## config.mk

```make
export PLATFORM = sky130hd
export DESIGN_NAME = hazard_unit_flat
export DESIGN_NICKNAME = d
export VERILOG_FILES = /design/src/rtl/hazard_pkg.sv /design/src/rtl/hazard_if.sv /design/src/rtl/hazard_dep_cmp.sv /design/src/rtl/hazard_unit.sv /design/src/flat_wrapper.sv
export SDC_FILE = /design/constraint.sdc
export NUM_CORES = 1
export LEC_CHECK = 0
export ABC_AREA = 0
export ABC_CLOCK_PERIOD_IN_PS = 2600
export CAP_MARGIN = 15
export CELL_PAD_IN_SITES_DETAIL_PLACEMENT = 0
export CELL_PAD_IN_SITES_GLOBAL_PLACEMENT = 2
export CORE_MARGIN = 4
export CORE_UTILIZATION = 26
export CTS_BUF_LIST = sky130_fd_sc_hd__clkbuf_4 sky130_fd_sc_hd__clkbuf_8 sky130_fd_sc_hd__clkbuf_16
export CTS_CLUSTER_DIAMETER = 100
export DETAILED_ROUTE_END_ITERATION = 7
export PLACE_DENSITY = 0.85
export SLEW_MARGIN = 20
export SYNTH_ARGS = -nofsm -noshare
export SYNTH_HDL_FRONTEND = slang
export SYNTH_SLANG_ARGS = --single-unit
```

## constraint.sdc

```tcl
create_clock -name clk -period 2.6 [get_ports clk]
set_input_delay 0.26 -clock clk [delete_from_list [all_inputs] [get_ports clk]]
set_output_delay 0.26 -clock clk [all_outputs]
set_load 0.02 [all_outputs]
```

## src/rtl/hazard_pkg.sv

```systemverilog
// Shared types for the pipeline hazard controller: forward selects, FSM states, bubble NOP.
package hazard_pkg;

    typedef enum logic [1:0] {
        FWD_REG = 2'b00,
        FWD_WB  = 2'b01,
        FWD_MEM = 2'b10
    } fwd_sel_t;

    typedef enum logic {
        ST_RUN   = 1'b0,
        ST_FLUSH = 1'b1
    } state_t;

    // addi x0, x0, 0 -- what the ID/EX register loads on a bubble
    localparam logic [31:0] NOP_INSN = 32'h0000_0013;

    localparam int FCNT_W = 2;

    // The younger producer (in EX, reaching MEM next cycle) shadows the older one.
    function automatic fwd_sel_t pick_sel(input logic ex_hit, input logic mem_hit);
        if (ex_hit) begin
            return FWD_MEM;
        end
        if (mem_hit) begin
            return FWD_WB;
        end
        return FWD_REG;
    endfunction

endpackage

```

## src/rtl/hazard_if.sv

```systemverilog
// Pipeline-side signals of the hazard controller: operand/producer info in, stall/flush/forward out.
interface hazard_if #(
    parameter int REG_AW = 5,
    parameter int CNT_W  = 16
);
    logic [REG_AW-1:0] id_rs1;
    logic [REG_AW-1:0] id_rs2;
    logic              id_rs1_used;
    logic              id_rs2_used;
    logic [REG_AW-1:0] ex_rd;
    logic [REG_AW-1:0] mem_rd;
    logic              ex_regwrite;
    logic              mem_regwrite;
    logic              ex_memread;
    logic              ex_redirect;
    logic              mem_busy;
    logic [1:0]        fwd_a_sel;
    logic [1:0]        fwd_b_sel;
    logic              pc_stall;
    logic              ifid_stall;
    logic              idex_stall;
    logic              idex_bubble;
    logic              flush_ifid;
    logic              flush_idex;
    logic [CNT_W-1:0]  stall_cnt;
    logic [CNT_W-1:0]  flush_cnt;

    modport master (
        output id_rs1, id_rs2, id_rs1_used, id_rs2_used,
        output ex_rd, mem_rd, ex_regwrite, mem_regwrite,
        output ex_memread, ex_redirect, mem_busy,
        input  fwd_a_sel, fwd_b_sel, pc_stall, ifid_stall, idex_stall,
        input  idex_bubble, flush_ifid, flush_idex, stall_cnt, flush_cnt
    );

    modport slave (
        input  id_rs1, id_rs2, id_rs1_used, id_rs2_used,
        input  ex_rd, mem_rd, ex_regwrite, mem_regwrite,
        input  ex_memread, ex_redirect, mem_busy,
        output fwd_a_sel, fwd_b_sel, pc_stall, ifid_stall, idex_stall,
        output idex_bubble, flush_ifid, flush_idex, stall_cnt, flush_cnt
    );
endinterface

```

## src/rtl/hazard_dep_cmp.sv

```systemverilog
// Matches one ID source operand against one in-flight producer; x0 never matches.
module hazard_dep_cmp #(
    parameter int REG_AW = 5
) (
    input  logic [REG_AW-1:0] rs_i,
    input  logic              used_i,
    input  logic [REG_AW-1:0] rd_i,
    input  logic              regwrite_i,
    output logic              match_o
);
    assign match_o = used_i && (rs_i != '0) && regwrite_i && (rd_i == rs_i);
endmodule

```

## src/rtl/hazard_unit.sv

```systemverilog
// Clocked hazard controller: registered EX forward selects, load-use stalls,
// post-redirect squash sequencing and memory freeze.
//
//   state    | meaning
//   ST_RUN   | normal issue; load-use / no-forwarding stalls honoured
//   ST_FLUSH | squashing IF/ID for fcnt more cycles after a redirect
module hazard_unit
    import hazard_pkg::*;
#(
    parameter int REG_AW       = 5,
    parameter int FLUSH_CYCLES = 1,
    parameter int FWD_EN       = 1,
    parameter int CNT_W        = 16
) (
    input logic     clk,
    input logic     rst,
    hazard_if.slave hz
);
    logic a_ex, a_mem, b_ex, b_mem;
    logic dep_ex, dep_mem, stall_req;

    state_t            state_q, state_d;
    logic [FCNT_W-1:0] fcnt_q, fcnt_d;
    fwd_sel_t          fwd_a_q, fwd_a_d, fwd_b_q, fwd_b_d;
    logic [CNT_W-1:0]  stall_cnt_q, flush_cnt_q;
    logic              stall_ev, flush_ev;
    logic              pc_stall, ifid_stall, idex_stall, idex_bubble, flush_ifid, flush_idex;

    hazard_dep_cmp #(.REG_AW(REG_AW)) u_cmp_a_ex (
        .rs_i(hz.id_rs1), .used_i(hz.id_rs1_used), .rd_i(hz.ex_rd),
        .regwrite_i(hz.ex_regwrite), .match_o(a_ex));
    hazard_dep_cmp #(.REG_AW(REG_AW)) u_cmp_a_mem (
        .rs_i(hz.id_rs1), .used_i(hz.id_rs1_used), .rd_i(hz.mem_rd),
        .regwrite_i(hz.mem_regwrite), .match_o(a_mem));
    hazard_dep_cmp #(.REG_AW(REG_AW)) u_cmp_b_ex (
        .rs_i(hz.id_rs2), .used_i(hz.id_rs2_used), .rd_i(hz.ex_rd),
        .regwrite_i(hz.ex_regwrite), .match_o(b_ex));
    hazard_dep_cmp #(.REG_AW(REG_AW)) u_cmp_b_mem (
        .rs_i(hz.id_rs2), .used_i(hz.id_rs2_used), .rd_i(hz.mem_rd),
        .regwrite_i(hz.mem_regwrite), .match_o(b_mem));

    assign dep_ex  = a_ex || b_ex;
    assign dep_mem = a_mem || b_mem;
    // Without forwarding every in-flight producer blocks ID until it reaches WB.
    assign stall_req = (FWD_EN != 0) ? (dep_ex && hz.ex_memread) : (dep_ex || dep_mem);

    // Priority: freeze > redirect > flush sequence > stall.
    always_comb begin
        state_d     = state_q;
        fcnt_d      = fcnt_q;
        pc_stall    = 1'b0;
        ifid_stall  = 1'b0;
        idex_stall  = 1'b0;
        idex_bubble = 1'b0;
        flush_ifid  = 1'b0;
        flush_idex  = 1'b0;
        stall_ev    = 1'b0;
        flush_ev    = 1'b0;
        if (hz.mem_busy) begin
            pc_stall   = 1'b1;
            ifid_stall = 1'b1;
            idex_stall = 1'b1;
        end else if (hz.ex_redirect) begin
            flush_ifid = 1'b1;
            flush_idex = 1'b1;
            flush_ev   = 1'b1;
            if (FLUSH_CYCLES > 1) begin
                state_d = ST_FLUSH;
                fcnt_d  = FCNT_W'(FLUSH_CYCLES - 1);
            end else begin
                state_d = ST_RUN;
                fcnt_d  = '0;
            end
        end else if (state_q == ST_FLUSH) begin
            flush_ifid = 1'b1;
            fcnt_d     = fcnt_q - 2'd1;
            if (fcnt_q <= 2'd1) begin
                state_d = ST_RUN;
                fcnt_d  = '0;
            end
        end else if (stall_req) begin
            pc_stall    = 1'b1;
            ifid_stall  = 1'b1;
            idex_bubble = 1'b1;
            stall_ev    = 1'b1;
        end
    end

    always_comb begin
        fwd_a_d = fwd_a_q;
        fwd_b_d = fwd_b_q;
        if (!idex_stall) begin
            if (idex_bubble || flush_idex || (FWD_EN == 0)) begin
                fwd_a_d = FWD_REG;
                fwd_b_d = FWD_REG;
            end else begin
                fwd_a_d = pick_sel(a_ex, a_mem);
                fwd_b_d = pick_sel(b_ex, b_mem);
            end
        end
    end

    always_ff @(posedge clk) begin
        if (rst) begin
            state_q     <= ST_RUN;
            fcnt_q      <= '0;
            fwd_a_q     <= FWD_REG;
            fwd_b_q     <= FWD_REG;
            stall_cnt_q <= '0;
            flush_cnt_q <= '0;
        end else begin
            state_q <= state_d;
            fcnt_q  <= fcnt_d;
            fwd_a_q <= fwd_a_d;
            fwd_b_q <= fwd_b_d;
            if (stall_ev && (stall_cnt_q != '1)) begin
                stall_cnt_q <= stall_cnt_q + CNT_W'(1);
            end
            if (flush_ev && (flush_cnt_q != '1)) begin
                flush_cnt_q <= flush_cnt_q + CNT_W'(1);
            end
        end
    end

    assign hz.fwd_a_sel   = fwd_a_q;
    assign hz.fwd_b_sel   = fwd_b_q;
    assign hz.pc_stall    = pc_stall;
    assign hz.ifid_stall  = ifid_stall;
    assign hz.idex_stall  = idex_stall;
    assign hz.idex_bubble = idex_bubble;
    assign hz.flush_ifid  = flush_ifid;
    assign hz.flush_idex  = flush_idex;
    assign hz.stall_cnt   = stall_cnt_q;
    assign hz.flush_cnt   = flush_cnt_q;
endmodule

```

## src/flat_wrapper.sv

```systemverilog
// flat-port wrapper written by rule: the top's interface ports become plain ports
module hazard_unit_flat import hazard_pkg::*;
#(
    parameter int REG_AW       = 5,
    parameter int FLUSH_CYCLES = 1,
    parameter int FWD_EN       = 1,
    parameter int CNT_W        = 16
)
  (clk, rst, hz_id_rs1, hz_id_rs2, hz_id_rs1_used, hz_id_rs2_used, hz_ex_rd, hz_mem_rd, hz_ex_regwrite, hz_mem_regwrite, hz_ex_memread, hz_ex_redirect, hz_mem_busy, hz_fwd_a_sel, hz_fwd_b_sel, hz_pc_stall, hz_ifid_stall, hz_idex_stall, hz_idex_bubble, hz_flush_ifid, hz_flush_idex, hz_stall_cnt, hz_flush_cnt);
  hazard_if #(.REG_AW(REG_AW), .CNT_W(CNT_W)) hz_i ();
  input logic clk;
  input logic rst;
  input wire logic [$bits(hz_i.id_rs1)-1:0] hz_id_rs1;
  input wire logic [$bits(hz_i.id_rs2)-1:0] hz_id_rs2;
  input wire logic [$bits(hz_i.id_rs1_used)-1:0] hz_id_rs1_used;
  input wire logic [$bits(hz_i.id_rs2_used)-1:0] hz_id_rs2_used;
  input wire logic [$bits(hz_i.ex_rd)-1:0] hz_ex_rd;
  input wire logic [$bits(hz_i.mem_rd)-1:0] hz_mem_rd;
  input wire logic [$bits(hz_i.ex_regwrite)-1:0] hz_ex_regwrite;
  input wire logic [$bits(hz_i.mem_regwrite)-1:0] hz_mem_regwrite;
  input wire logic [$bits(hz_i.ex_memread)-1:0] hz_ex_memread;
  input wire logic [$bits(hz_i.ex_redirect)-1:0] hz_ex_redirect;
  input wire logic [$bits(hz_i.mem_busy)-1:0] hz_mem_busy;
  output wire logic [$bits(hz_i.fwd_a_sel)-1:0] hz_fwd_a_sel;
  output wire logic [$bits(hz_i.fwd_b_sel)-1:0] hz_fwd_b_sel;
  output wire logic [$bits(hz_i.pc_stall)-1:0] hz_pc_stall;
  output wire logic [$bits(hz_i.ifid_stall)-1:0] hz_ifid_stall;
  output wire logic [$bits(hz_i.idex_stall)-1:0] hz_idex_stall;
  output wire logic [$bits(hz_i.idex_bubble)-1:0] hz_idex_bubble;
  output wire logic [$bits(hz_i.flush_ifid)-1:0] hz_flush_ifid;
  output wire logic [$bits(hz_i.flush_idex)-1:0] hz_flush_idex;
  output wire logic [$bits(hz_i.stall_cnt)-1:0] hz_stall_cnt;
  output wire logic [$bits(hz_i.flush_cnt)-1:0] hz_flush_cnt;
  assign hz_i.id_rs1 = hz_id_rs1;
  assign hz_i.id_rs2 = hz_id_rs2;
  assign hz_i.id_rs1_used = hz_id_rs1_used;
  assign hz_i.id_rs2_used = hz_id_rs2_used;
  assign hz_i.ex_rd = hz_ex_rd;
  assign hz_i.mem_rd = hz_mem_rd;
  assign hz_i.ex_regwrite = hz_ex_regwrite;
  assign hz_i.mem_regwrite = hz_mem_regwrite;
  assign hz_i.ex_memread = hz_ex_memread;
  assign hz_i.ex_redirect = hz_ex_redirect;
  assign hz_i.mem_busy = hz_mem_busy;
  assign hz_fwd_a_sel = hz_i.fwd_a_sel;
  assign hz_fwd_b_sel = hz_i.fwd_b_sel;
  assign hz_pc_stall = hz_i.pc_stall;
  assign hz_ifid_stall = hz_i.ifid_stall;
  assign hz_idex_stall = hz_i.idex_stall;
  assign hz_idex_bubble = hz_i.idex_bubble;
  assign hz_flush_ifid = hz_i.flush_ifid;
  assign hz_flush_idex = hz_i.flush_idex;
  assign hz_stall_cnt = hz_i.stall_cnt;
  assign hz_flush_cnt = hz_i.flush_cnt;
  hazard_unit #(.REG_AW(REG_AW), .FLUSH_CYCLES(FLUSH_CYCLES), .FWD_EN(FWD_EN), .CNT_W(CNT_W)) u_core (.clk(clk), .rst(rst), .hz(hz_i));
endmodule
```

==> results.toml, run 1 <==
[outcome]
status = "finished, final reports clean"

[setup_path]
cp.arrival_ps = 2280
crit_chain = "clkdlybuf4s50_1 -> or4_1 -> o21ai_2 -> nor3_4 -> or2_2 -> and2_1 -> clkdlybuf4s15_1"
crit_path_end_kind = "primary output"
required_ps = 2340
critPathSlowestCell = "or4_1"
critical_path_class = "in -> out"
cp_max_fo = 3
startpoint_type = "input pin"
slowest_delay_ps = 550
reg2reg_depth = 6

[cells_and_area]
diodes = 0
layout-drive-gt1-share = 0.131
final_common_cell = "clkdlybuf4s50_1"
syn2layout_area_growth_pct = 47.5
final_cell_mix = "clkdlybuf4s50_1 (67), dfxtp_1 (39), nor2_1 (34)"
n_fill_cell = 865
nNetsFinal = 374

[detailed_routing]
viasPerCell = 4.58
drt-initial-drc-count = 48
drtPass1Iterations = 5
vias = 2057
antenna_left = 0
drc = 0
routedWlPerCell_um = 12.9
drt-total-wl_um = 5770

[die]
die_area_sq_um = 9900
io_pins = 71
die_w_um = 99.5
start_util = 0.266
coreArea_sq_um = 8180
rows = 33
die_height_um = 99.5

[clock_tree]
clkLatencyLatePin_ps = 280
cts-buffers-inserted = 5
cts_root_buf = "clkbuf_8"
tritoncts = "built"
cts.sinks = 39
cts_max_path_buffers = 2
clk_pin_slew_worst_paths_ps = 80
h-tree-depth = 2
cts_hold_buf = 0

[sta]
final.period_utilization = 0.978
rsz0062_at_grt = "no"
period_needed_ps = 2540
worstMarginPinSlew_ps = 552
max_freq_mhz = 393
fin_skew_ps = 12.4
fin_hold_ws_ps = 481
slew_headroom = 0.629
drv_slew = 0
setup_viol = 0
hold_viol = 0
fin_ws_ps = 56.1

[place]
dpl.hpwl_um = 4590
place_ws_ps = -287
io_buffers = 70
gp_congestion = 0.848

[power_and_ir_drop]
p_total_mw = 1.29
p_leak_nw = 1.11
p_per_area_nw_per_um2 = 401
irDropWorstVdd_mv = 0.198

[global_route]
grt_pass1_vias = 2016
grt_antenna_before_repair = 0
grt_pass1_wl_um = 9730
grt_start_max_net_pins = 44
groute.usage.overall = 0.119
grt_overflow = 0

[hold_path]
hold_depth = 2
hold_path_class = "reg -> reg"

[synth]
synth_area_per_cell_sq_um = 8.53
synth_mux_area_frac = 0.0305
yosys.area_share.simple = 0.298
synth_top_family_by_area = "simple AND/OR/NAND/NOR gates"
synth_compound_area_frac = 0.129
synthFlopType = "dfxtp_1"
netlist_area_sq_um = 2180
ys_types = 45
syn_inst = 255
synth-xor-area-share = 0.137
yosys_warnings = 0
synth_fa_ha_area_frac = 0.0115
async_flop_share = 0
synth_seq_area_share = 0.359
syn_nets = 286
synth_seq_cells = 39
synth_edf_count = 0

[run]
drv_cap = 0
worst max-delay path, delay by kind of cell:
kind | cells | cell delay (ps)
AND/OR/NAND/NOR | 4 | 1110
AO/OA/AOI/OAI | 1 | 200
buffers and inverters | 2 | 720
worst paths after layout:
| check | slack (ps) | startpoint | to |
|---|---|---|---|
| worst max-delay path | 60 | hz_id_rs1[0] | hz_idex_bubble |
| worst min-delay path | 480 | u_core.hz.fwd_a_sel[0]$_SDFFE_PP0N_ | u_core.hz.fwd_a_sel[0]$_SDFFE_PP0N_ |
| worst max register to register | 630 | u_core.hz.flush_cnt[6]$_SDFFE_PP0P_ | u_core.hz.flush_cnt[4]$_SDFFE_PP0P_ |
| worst min register to register | 480 | u_core.hz.fwd_a_sel[0]$_SDFFE_PP0N_ | u_core.hz.fwd_a_sel[0]$_SDFFE_PP0N_ |
synthesized netlist by cell type, types with 2 or more instances:
| cell | number | area (sq um) |
|---|---|---|
| o21ai_2 | 3 | 26.3 |
| a21oi_1 | 10 | 50.1 |
| nand3_1 | 12 | 60.1 |
| mux2_1 | 4 | 45.0 |
| or4_1 | 4 | 30.0 |
| nor3b_1 | 2 | 15.0 |
| xor2_1 | 14 | 123 |
| nand2_1 | 18 | 67.6 |
| nand4_1 | 12 | 75.1 |
| or3_1 | 6 | 37.5 |
| o21a_1 | 2 | 15.0 |
| nor2_1 | 34 | 128 |
| a22oi_1 | 2 | 15.0 |
| clkbuf_1 | 4 | 15.0 |
| dfxtp_1 | 39 | 781 |
| and3_1 | 2 | 12.5 |
| ha_1 | 2 | 25.0 |
| nor2b_1 | 6 | 37.5 |
| and4_1 | 2 | 17.5 |
| nor3_4 | 2 | 32.5 |
| or2_2 | 2 | 12.5 |
| inv_1 | 9 | 33.8 |
| a31oi_1 | 2 | 12.5 |
| o21ba_2 | 3 | 30.0 |
| xnor2_1 | 20 | 175 |
| nor3_1 | 10 | 50.1 |
| buf_4 | 2 | 15.0 |
| nor4_1 | 3 | 18.8 |
| o21ai_0 | 8 | 40.0 |
metrics by stage:
stage                util  cell area (sq um)  std cells  TNS [ps]
floorplan               -               2180        255         0
global placement    0.379               3100        441      -712
detailed placement  0.379               3100        441      -755
CTS                 0.394               3220        449    -0.494
global route        0.393               3210        449         0
finish              0.393               3210        449         0
sequential cells by signal, indices dropped and copies added, names as in the netlist:
register / count
u_core.fcnt_q: 2
u_core.hz.flush_cnt: 16
u_core.hz.fwd_a_sel: 2
u_core.hz.fwd_b_sel: 2
u_core.hz.stall_cnt: 16
u_core.state_q: 1
timing repair:
item | in CTS | in global routing
setup endpoints to repair | 3 | 3
buffers inserted | 0 | 0
resized for setup | 7 | 3
final cells by class:
class	instances	area (sq um)	share of cell area
clock inverter	2	35.0	0.0109
inverter	9	33.8	0.0105
clock buffer	6	82.6	0.0257
multi-input combinational	200	1320	0.411
timing repair buffer	88	826	0.257
sequential	39	781	0.243
tap	105	131	0.0409
kinds of logic (layout without fill, tap and decap cells):
| logic type | Yosys count | in the layout |
|---|---|---|
| compound gates | 38 | 38 |
| xor+xnor | 34 | 34 |
| fa+ha+maj | 2 | 2 |
| buf+inv | 16 | 105 |
| flops | 39 | 39 |
| mux | 6 | 6 |
| simple gates | 120 | 120 |
report_power, final:
part / switching, mW / internal [mW] / leakage [nW]
clock network: 0.209 / 0.311 / 0.0612
registers: 0.00244 / 0.599 / 0.314
logic: 0.0762 / 0.0903 / 0.731
per-layer routing:
layer,GRT usage,up-vias,share of wire
li1,-,1075,-
met1,0.151,934,0.45
met2,0.202,40,0.49
met3,0.0266,8,0.043
met4,0.0315,0,0.021
met5,0,-,0
Note: power is estimated with default switching activity, not from simulation.
==> run 2, diff against run 1 <==
--- a/config.mk
+++ b/config.mk
@@ -13,9 +13,9 @@
 export CORE_MARGIN = 4
 export CORE_UTILIZATION = 26
 export CTS_BUF_LIST = sky130_fd_sc_hd__clkbuf_4 sky130_fd_sc_hd__clkbuf_8 sky130_fd_sc_hd__clkbuf_16
-export CTS_CLUSTER_DIAMETER = 100
 export DETAILED_ROUTE_END_ITERATION = 7
 export PLACE_DENSITY = 0.85
+export REMOVE_ABC_BUFFERS = 1
 export SLEW_MARGIN = 20
 export SYNTH_ARGS = -nofsm -noshare
 export SYNTH_HDL_FRONTEND = slang
==> results.toml, run 2 (same netlist as run 1, synthesis figures left out) <==
[setup_path]
r2r_setup_slack_ps = 600
crit_path_end_kind = "primary output"
critical_path_class = "in -> out"
r2r_end = "u_core.hz.flush_cnt[4]$_SDFFE_PP0P_"
cp.arrival_ps = 2270
endpoint = "hz_ifid_stall"
startpoint = "hz_id_rs1[0]"
reg2reg_depth = 6
cp_max_fo = 3
required_ps = 2340
r2r_start = "u_core.hz.flush_cnt[6]$_SDFFE_PP0P_"
startpoint_type = "input pin"

[sta]
drv_slew = 0
slew_headroom = 0.634
worstMarginPinSlew_ps = 546
setup_viol = 0
max_freq_mhz = 395
setup_tns_ps = 0
hold_viol = 0
final.period_utilization = 0.974
rsz0062_at_grt = "no"
period_needed_ps = 2530
fin_hold_ws_ps = 457
fin_skew_ps = 5.36

[place]
gp_congestion = 0.766
io_buffers = 70
dpl.hpwl_um = 4550
placed_area_sq_um = 3100

[power_and_ir_drop]
p_total_mw = 1.38
irDropWorstVdd_mv = 0.181
p_per_area_nw_per_um2 = 427
p_leak_nw = 1.12

[global_route]
grt_antenna_before_repair = 0
groute.usage.overall = 0.119
grt_pass1_wl_um = 9720
grt_start_max_net_pins = 44
grt_overflow = 0
grt_pass1_vias = 2060

[die]
die_w_um = 99.5
io_pins = 71
coreArea_sq_um = 8180
die_height_um = 99.5
start_util = 0.266
die_area_sq_um = 9900
rows = 33

[detailed_routing]
antenna_left = 0
drt-total-wl_um = 5760
vias = 2059
drt-initial-drc-count = 34
drc = 0
viasPerCell = 4.59
routedWlPerCell_um = 12.8
drtPass1Iterations = 4

[cells_and_area]
syn2layout_area_growth_pct = 48.1
layout-drive-gt1-share = 0.134
nNetsFinal = 374
final_cell_area_sq_um = 3220
final_common_cell = "clkdlybuf4s50_1"
final_cell_mix = "clkdlybuf4s50_1 (67), dfxtp_1 (39), nor2_1 (34)"
diodes = 0
final_core_util = 0.394
n_fill_cell = 851

[clock_tree]
h-tree-depth = 2
tritoncts = "built"
cts.sinks = 39
clkLatencyLatePin_ps = 280
cts-buffers-inserted = 5
clk_pin_slew_worst_paths_ps = 80
cts_hold_buf = 0
cts_root_buf = "clkbuf_8"
cts_max_path_buffers = 2

[run]
drv_cap = 0

[hold_path]
hold_path_class = "reg -> reg"

[outcome]
status = "finished, final reports clean"
## run 2: changes by cell type in the layout (fill, tap and decap cells not counted)
cell,delta
clkbuf_8,-1
buf_2,-2
clkbuf_2,+3
clkinv_2,-1
clkbuf_4,+1
bufinv_16,+1
clkdlybuf4s15_1,-1
## run 2: timing repair
item,in CTS,in global routing
endpoints found under the setup margin,3,3
buffers inserted,0,0
resized for setup,3,6
pin swaps,0,1
## run 2: final cells by class
type / instances / area (sq um) / share of cell area
Sequential cell: 39 / 781 / 0.242
Tap cell: 105 / 131 / 0.0408
Timing Repair Buffer: 88 / 821 / 0.255
Clock buffer: 6 / 76.3 / 0.0237
Clock inverter: 2 / 60.1 / 0.0186
Multi-Input combinational cell: 200 / 1320 / 0.410
Inverter: 9 / 33.8 / 0.0105
## run 2: layer usage
| layer | GRT usage | vias up | wire (um) |
|---|---|---|---|
| li1 | - | 1076 | - |
| met1 | 0.151 | 942 | 2680 |
| met2 | 0.203 | 37 | 2810 |
| met3 | 0.0330 | 4 | 226 |
| met4 | 0.0231 | 0 | 46 |
| met5 | 0 | - | 0 |
## run 2: per-stage QoR
step,cells,setup slack [ps]
finish,449,66.6
global route,449,0.0859
CTS,449,-80.7
detailed placement,441,-305
global placement,441,-300
floorplan,248,627
## run 2: worst min-delay path by stage
| stage | startpoint | endpoint | slack, ps | cells after the start |
|---|---|---|---|---|
| after floorplan | rst | u_core.hz.flush_cnt[10]$_SDFFE_PP0P_ | 330 | 1 |
| after global placement | u_core.hz.fwd_b_sel[0]$_SDFFE_PP0N_ | u_core.hz.fwd_b_sel[0]$_SDFFE_PP0N_ | 440 | 1 |
| after detailed placement | u_core.hz.fwd_b_sel[0]$_SDFFE_PP0N_ | u_core.hz.fwd_b_sel[0]$_SDFFE_PP0N_ | 440 | 1 |
| after CTS | u_core.hz.fwd_b_sel[0]$_SDFFE_PP0N_ | u_core.hz.fwd_b_sel[0]$_SDFFE_PP0N_ | 460 | 1 |
| after global routing | u_core.hz.fwd_a_sel[0]$_SDFFE_PP0N_ | u_core.hz.fwd_a_sel[0]$_SDFFE_PP0N_ | 500 | 2 |
| final | u_core.hz.fwd_b_sel[0]$_SDFFE_PP0N_ | u_core.hz.fwd_b_sel[0]$_SDFFE_PP0N_ | 460 | 1 |
## run 2: report_power, final
part | total (mW) | internal, mW | leakage (nW) | switching [mW]
registers | 0.601 | 0.599 | 0.314 | 0.00250
logic | 0.167 | 0.0913 | 0.732 | 0.0754
clock network | 0.609 | 0.394 | 0.0688 | 0.215
## run 2: worst max-delay path, stage by stage
cell and delay [ps]:
clkdlybuf4s50_1 430, or4_1 540, o21ai_2 220, nor3_4 70, or2_2 330, a31o_2 270
clkbuf_2 150
